### src/rtl/fetch_sequencer.sv
// fetch_sequencer: PC, ROM fetch handshake, fetch/execute phase and C/Z flags for the 4-bit CPU
// Ports:
//   clk, rst_n            clock, asynchronous active-low reset
//   en                    run enable; low holds in FETCH without requesting
//   rom_req/rom_addr      ROM read request and address (the PC)
//   rom_valid/rom_data    ROM response; rom_data = {opcode, operand}
//   i, operand            registered instruction fields
//   phase                 0 = fetch, 1 = execute
//   inc_pc, load_pc,
//   pc_load_val           decoder PC controls (load beats increment)
//   load_flag, alu_c,
//   alu_z                 decoder flag capture from the ALU
//   C, Z                  registered carry and zero flags
module fetch_sequencer #(
   parameter int              PC_W   = 12,
   parameter logic [PC_W-1:0] RST_PC = '0
) (
   input  logic            clk,
   input  logic            rst_n,
   input  logic            en,
   output logic            rom_req,
   output logic [PC_W-1:0] rom_addr,
   input  logic            rom_valid,
   input  logic [7:0]      rom_data,
   output logic [3:0]      i,
   output logic [3:0]      operand,
   output logic            phase,
   input  logic            inc_pc,
   input  logic            load_pc,
   input  logic [PC_W-1:0] pc_load_val,
   input  logic            load_flag,
   input  logic            alu_c,
   input  logic            alu_z,
   output logic            C,
   output logic            Z
);
   typedef enum logic {FETCH = 1'b0, EXEC = 1'b1} state_t;
   state_t          state;
   logic [PC_W-1:0] pc;
   assign phase    = state;
   assign rom_addr = pc;
   // rst_n gates the request so it reads 0 while reset is held, even with en high
   assign rom_req  = rst_n && en && state == FETCH;
   always_ff @(posedge clk or negedge rst_n) begin
      if (!rst_n) begin
         state   <= FETCH;
         pc      <= RST_PC;
         i       <= '0;
         operand <= '0;
         C       <= 1'b0;
         Z       <= 1'b0;
      end else if (state == FETCH) begin
         if (en && rom_valid) begin
            {i, operand} <= rom_data;
            state        <= EXEC;
            pc           <= inc_pc ? pc + 1'b1 : pc;
         end
      end else begin
         pc    <= load_pc ? pc_load_val : inc_pc ? pc + 1'b1 : pc;
         C     <= load_flag ? alu_c : C;
         Z     <= load_flag ? alu_z : Z;
         state <= FETCH;
      end
   end
endmodule

### config.mk
export PLATFORM = sky130hd
export DESIGN_NAME = fetch_sequencer
export DESIGN_NICKNAME = d
export VERILOG_FILES = /design/src/rtl/fetch_sequencer.sv
export SDC_FILE = /design/constraint.sdc
export NUM_CORES = 1
export LEC_CHECK = 0
export CORE_MARGIN = 2
export CORE_UTILIZATION = 54
export DETAILED_ROUTE_END_ITERATION = 16
export DONT_BUFFER_PORTS = 1
export PLACE_DENSITY = 0.68
export SYNTH_ARGS = -nofsm -noshare
export SYNTH_HDL_FRONTEND = slang
export SYNTH_SLANG_ARGS = --single-unit
### constraint.sdc
create_clock -name clk -period 1.2 [get_ports clk]
set_input_delay 0.18 -clock clk [delete_from_list [all_inputs] [get_ports clk]]
set_output_delay 0.18 -clock clk [all_outputs]
set_load 0.02 [all_outputs]
After elaboration in Yosys (flattened, before gate mapping)
Index checks and enable logic that the tools add are counted.

Output and inout bits: 24. Bits of input ports: 29. Word-level logic and storage cells: 20. Bits in registers: 23.

Add/subtract/negate cells: 1. Reductions and logical operators: 6. Mux-type cells: 6. Bitwise gates (word level): 1.

Operators with widths (number): $mux W12 (4); $add A12 B1 Y12 const B (1); $reduce_and A2 Y1 (2); $logic_and A1 B1 Y1 (3); $mux W1 (2); $reduce_bool A2 Y1 (1); $not A1 Y1 (1).

Depth between registers and ports, before layout
Word-level depth: 4. Mapped depth: 5. Depth with buffers taken out: 5.

Least setup slack after synthesis
Ideal clock, no wire load.

Kind: reg2reg. From: register pc[0] (netlist: rom_addr[0]). To: register pc[10] (netlist: rom_addr[10]). Slack: -0.315 ns. Stages on the path, launching flop included: 6. Library setup time: 0.126 ns. Period minus slack after synthesis: 1.515 ns. Path buffers: 0. Required time: 1.074 ns. Arrival time: 1.389 ns. Path through: dfrtp_1 -> ha_1 -> and3_2 -> nand3_2 -> a21o_1 -> a221o_1.

Cells in the longest elaborated chain, start to end: 4. Elaborated cells between the ends (all ways): 5. Classes of those cells: 1 x add/sub; 4 x mux.

RTL lines: start, declared (RTL line 39) `logic [PC_W-1:0] pc;`; start signal, assigned (RTL line 56) `pc <= inc_pc ? pc + 1'b1 : pc;`; start signal, assigned (RTL line 59) `pc <= load_pc ? pc_load_val : inc_pc ? pc + 1'b1 : pc;`; $add A12 B1 Y12 (*) (RTL line 56, 59); $mux W12 (*) (RTL line 56, 59); $mux W12 (on tied branches) (RTL line 53, 59); $mux W12 (*) (RTL line 52) `end else if (state == FETCH) begin`.

Mark *: on every way between the ends. The rest lies on a longest branch, timed or not. The select of a mux whose other input is x is not followed. A chain may end at the register's enable or synchronous reset.

Worst setup path after layout
Ends and elaborated chain as after synthesis.

==> impl_results.md <==
* Share of layout cells above drive strength 1 at 0.373
* Die ar. at 0.00251 mm^2
* Initial Util at 0.578
* Critical path's largest stage delay at 0.42 ns
* Placed cell count at 168
* Pleak at a little under 0.8 nW
* CP bufs+invs at 0
* FMAX at 723 MHz
* Fin crit share at 1.15
* Initial antenna violation count at 0
* RD Place Congestion at 0.806
* Worst Clk Skew at 0.00299 ns
* Die Span Y at 50.1 um
* Gr usage total at 0.274
* Sinks on Clock Net at 23
* DP HPWL at 2.01 mm
* Syn. warnings at 0
* Critical path startpoint category: flip-flop
* Total Wirelength at approximately 3.2 mm
* 1st-pass router iterations at 4
* CP cell instances: ha_4 > and3_4 > nand3_2 > a21o_1 > a221o_1
* Outcome: complete, but fails checks
* Cell Area, Synth at 0.00115 mm^2
* CP max FO at 3
* Final WS setup at -0.183 ns
* Remaining Overflow, GRT at 0
* Worst EP arrival at 1.59 ns
* RSZ-0062 raised after global routing: true
* Drt drc at 0
* Worst hold path depth at 1
* Core Area at 0.00198 mm^2
* First-pass GRT wire length at 5.19 mm
* Wire per inst at 16.5 um
* Vias in the first global route at ~1100
* # setup viols final at 15
* Syn avg cell area at 9.63 um^2
* DR vias at 1115
* CTS HTree Levels at 1
* Top cells by area, synth: dfrtp_1, nand2_1, o21ai_0, xnor2_1, xor2_1
* Cts bufs inserted at 3
* Synthesized flop and latch total at 23
* Power Total at 2.70 mW
* Final hold violations at 0
* Violation count after the first detailed-route iteration at 25
* Peak supply drop at 1.43 mV
* Synth top area share at 0.502
* Max-capacitance violation count at 0
* Worst path slowest cell: dfrtp_2
* Sequential fraction of the synthesis area at 0.502
* Nets at 200
* Clock Pin Slew Worst Setup and Hold Paths at 0.13 ns
* WS Path Type: reg2reg
* # fillers at about 80
* Slew headroom at 0.301
* Vias/cell at approximately 5.7
* Failing checks: setup timing
* Power Density at 1540 mW/mm^2
* R2R setup slack at -0.18 ns
* Die X at 50.1 um
* Worst R2R Path Depth at 5
* Worst slew pin tran at 1.05 ns
* Io pins at 53
* Crit path max-delay family: compound AO/OA/AOI/OAI gates
* Port bufs at 0
* Worst Setup End Kind: flip-flop
* Post-route core utilization at 0.886
* Post-route insts no fill at about 200
* Slew Viols, Final at 0
* Clock latency on the worst-skew pair at roughly 0.30 ns
* Critical Path Stages at 5
* Largest net degree at the start of global routing at 24
* Library cells used by synthesis at 29
* Worst Path Required at 1.40 ns
* Synth-to-layout area growth at 53.3%
* Longest Clk Path Bufs at 2
* Syn_nets at roughly 150
* Area leader, netlist: dfrtp_1
* Row cnt at 16
* Final antenna diode count at 0
* Antenna viol nets, final at 0
* Worst min-delay path category: in2reg
* CTS tree: yes
* Root Buffer: clkbuf_4
* Fin crit period at roughly 1.4 ns
* Cells after synthesis at about 120
==> report_power, final <==
part,internal (mW),leakage (nW),total [mW],switching [mW]
clock,0.124,0.0177,0.359,0.234
combinational,0.577,0.506,1.13,0.553
sequential,0.968,0.268,1.21,0.240
==> worst register-to-register path, stage by stage, from the launching register on <==
cell and delay, ns:
dfrtp_2 0.42, ha_4 0.15, and3_4 0.18, nand3_2 0.08
a21o_1 0.17, a221o_1 0.29
==> through the flow <==
stage,TNS (ns),worst slack [ns],hold WS [ns],cell area (um^2)
CTS,-1.90,-0.169,0.00195,1700
global placement,-0.276,-0.121,-0.115,1390
finish,-1.28,-0.183,0.0253,1760
detailed placement,-0.626,-0.161,-0.115,1390
floorplan,-0.403,-0.195,-0.116,1190
global route,-2.11,-0.227,0.00149,1760
==> final cells by class <==
type / instances / area, um^2 / share of cell area
well taps: 27 / 33.8 / 0.0192
repair buffers: 48 / 449 / 0.256
multi-input cells: 93 / 652 / 0.371
flip-flops and latches: 23 / 589 / 0.335
inverters: 1 / 5.00 / 0.00285
clock inverters: 1 / 5.00 / 0.00285
clock buffers: 3 / 22.5 / 0.0128
==> placed cells by master, fill, tap and decap left out, types with 3 or more instances in the layout <==
cell	count
buf_4	18
nand3_1	4
dlygate4sd3_1	20
dfrtp_1	12
clkbuf_4	3
o21ai_1	6
buf_6	9
dfrtp_2	11
nand4_1	3
xnor2_1	4
and4_1	3
nand2_1	37
xor2_1	3
nor3_2	3
==> worst paths after layout <==
kind | start | endpoint
max reg2reg | rom_addr[0] | rom_addr[10]
min in group asynchronous | rst_n | rom_addr[6]
min | pc_load_val[10] | rom_addr[10]
max in group asynchronous | rst_n | rom_addr[4]
max | rom_addr[0] | rom_addr[10]
min reg2reg | rom_addr[10] | rom_addr[10]
==> per-layer routing <==
layer | up-vias | GRT usage | part of all wire
li1 | 516 | - | -
met1 | 540 | 0.340 | 0.39
met2 | 51 | 0.474 | 0.53
met3 | 8 | 0.0455 | 0.051
met4 | 0 | 0.0972 | 0.025
met5 | - | 0 | 0
==> flip-flops by register name, indices dropped and copies added (netlist names) <==
| signal | count |
|---|---|
| i | 4 |
| rom_addr | 12 |
| Z | 1 |
| phase | 1 |
| C | 1 |
| operand | 4 |
==> cell usage after synthesis (all sizes together) <==
cell type and instances:
a21o 2, a21oi 1, a221o 2, and2 1, and3 2, and3b 1, and4 3, buf 2
clkinv 1, dfrtp 23, ha 1, mux2 2, mux2i 2, nand2 39, nand3 6, nand3b 1
nand4 3, nor2 1, nor3 5, nor4 2, o21ai 9, o22ai 1, or3 1, xnor2 4
xor2 4
==> logic make-up after synthesis <==
logic type | after synthesis | share of synthesized area
AOI/OAI and AO/OA | 15 | 0.0862
and+or+nand+nor | 65 | 0.290
adders and majority gates | 1 | 0.0109
buffers and inverters | 3 | 0.0120
muxes | 4 | 0.0371
DFF | 23 | 0.502
xor gates and xnor gates | 8 | 0.0611
==> repair_timing <==
action                                  in CTS  in global routing
pin swaps                                    3                  2
resized for setup                           21                  9
endpoints found under the hold margin       40                  3
hold buffers                                18                  3
setup buffers                                3                  0
endpoints found under the setup margin      14                 46
No activity file was read; power rests on OpenSTA's default activity.
==> edit (config.mk and constraints unchanged) <==
Put one more register stage on the output `rom_addr`, cleared by the reset. The value now appears one clock later. The other outputs are not delayed to match.
--- a/src/rtl/fetch_sequencer.sv
+++ b/src/rtl/fetch_sequencer.sv
@@ -40,3 +40,9 @@
    assign phase    = state;
-   assign rom_addr = pc;
+   always_ff @(posedge clk or negedge rst_n) begin
+      if (!rst_n) begin
+         rom_addr <= '0;
+      end else begin
+         rom_addr <= pc;
+      end
+   end
    // rst_n gates the request so it reads 0 while reset is held, even with en high
Check against the original RTL: not equivalent (a bounded check fails within 4 cycles, from zero or initial values and one cycle with rst_n low).
==> edit against the unedited design <==
The flow finishes with violations (negative hold slack, negative setup slack); design area grew 32%; total power up 65%; first-iteration DRC count increased by 120%; setup slack worse by 0.058 ns; sequential share of layout area increased by 4.3 points; synthesized area up 32%; count of clock-buffer cells in the layout up 3; sequential cell count rose by 12; critical path depth is the same; clock skew up 0.0071 ns; wire length increased by 38%; critical endpoint is now pc[9]; highest routed layer unchanged.
==> edit: results (changes against the unedited design) <==
- Status: finished, violations left (unchanged)
- Failing checks: negative hold slack, negative setup slack (was negative setup slack)
- Worst-Skew Late Latency: 0.35 ns (was 0.30 ns)
- Layout cell share with drive strength beyond 1: 0.4670 (was 0.3728)
- Placed cells: 177 (was 168)
- CP max FO: 5 (was 3)
- Met3 WL: 214 um (was 166 um)
- Hold Path Cell Cnt: 2 (was 1)
- Num CTS Buffers: 5 (was 3)
- Final Critical Period: 1.441 ns (was 1.383 ns)
- Post-synthesis sequential area ratio: 0.5800 (was 0.5022)
- Detailed Route Iter0 Violations: 55 (was 25)
- Worst r2r dst: pc[9] (was rom_addr[10])
- Avg WL per Cell: 20.87 um (was 16.46 um)
- Met3 Use GR: 0.07834 (was 0.04545)
- Worst setup margin: -0.2407 ns (was -0.1828 ns)
- Met2 wire length: 2425 um (was 1704 um)
- Hold_sp: pc_load_val[0] (was pc_load_val[10])
- Postcts setup bufs: 9 (was 3)
- DP Wirelength: 2179 um (was 2010 um)
- Hold worst-path end: pc[0] (was rom_addr[10])
- Peak VDD IR: 1953 uV (was 1432 uV)
- Layout Skew: 0.01008 ns (was 0.002986 ns)
- Setup Viol. Count Final: 22 (was 15)
- Worst Hold Margin: -0.003603 ns (was 0.02525 ns)
- Setup TNS: -3.511 ns (was -1.276 ns)
- H-tree depth: 2 (was 1)
- Post-synth net total: 154 (was 149)
- Worst EP arrival: 1.74 ns (was 1.59 ns)
- Vias in the first global route: 1,311 (was 1,137)
- Setup WS pre-CTS: -0.1607 ns (was -0.1614 ns)
- Largest net degree at the start of global routing: 36 (was 24)
- Final Hold Fails: 1 (was 0)
- Final non-filler cell total: 213 (was 196)
- Dpl cell area: 0.001779 sq mm (was 0.001393 sq mm)
- Post-Syn Area per Cell: 12.18 sq um (was 9.631 sq um)
[edit: cell count changes after synthesis, sizes merged, moves of 3 or more]
cell,change
mux2,+8
nand2,-27
o21ai,-7
dfrtp,+12
inv,+3
a21oi,+12
xor2,-3
nor2,+10
and4,-3
[edit: critical path: stages, from the launching register on]
cell and delay, ns:
dfrtp_1 0.46, nand2_1 0.11, nor3_2 0.27, buf_4 0.18, and4b_1 0.24, a221o_1 0.13
[edit: worst max-delay path by stage]
stage,start,endpoint,slack (ns)
global placement,pc[1],pc[8],-0.13
CTS,phase,operand[3],-0.20
finish,pc[5],pc[9],-0.24
detailed placement,pc[1],pc[8],-0.16
floorplan,phase,pc[9],-0.19
global route,pc[5],pc[9],-0.29
[edit: area by class of cell]
| class | instances | area (sq um) |
|---|---|---|
| flip-flops and latches | 35 | 878.3 |
| clock inverters | 2 | 35.03 |
| clock buffers | 6 | 51.30 |
| fillers | 119 | 389.1 |
| inverters | 3 | 13.76 |
| repair buffers | 54 | 524.3 |
| well taps | 31 | 38.79 |
| multi-input cells | 82 | 779.5 |
[edit: power by group]
group,switching [W],internal (W)
Sequential,0.000570,0.00155
Combinational,0.000632,0.000757
Clock,0.000436,0.000492
Total,0.00164,0.00280
[edit: kinds of logic (layout without fill, tap and decap cells)]
| family | count (synthesis) | after routing | share of synthesized area |
|---|---|---|---|
| and+or+nand+nor | 39 | 39 | 0.1342 |
| xor gates and xnor gates | 5 | 5 | 0.02900 |
| AOI/OAI and AO/OA | 23 | 23 | 0.1152 |
| DFF | 35 | 35 | 0.5800 |
| buffers and inverters | 7 | 65 | 0.03231 |
| muxes | 14 | 14 | 0.1011 |
| adders and majority gates | 1 | 1 | 0.008284 |
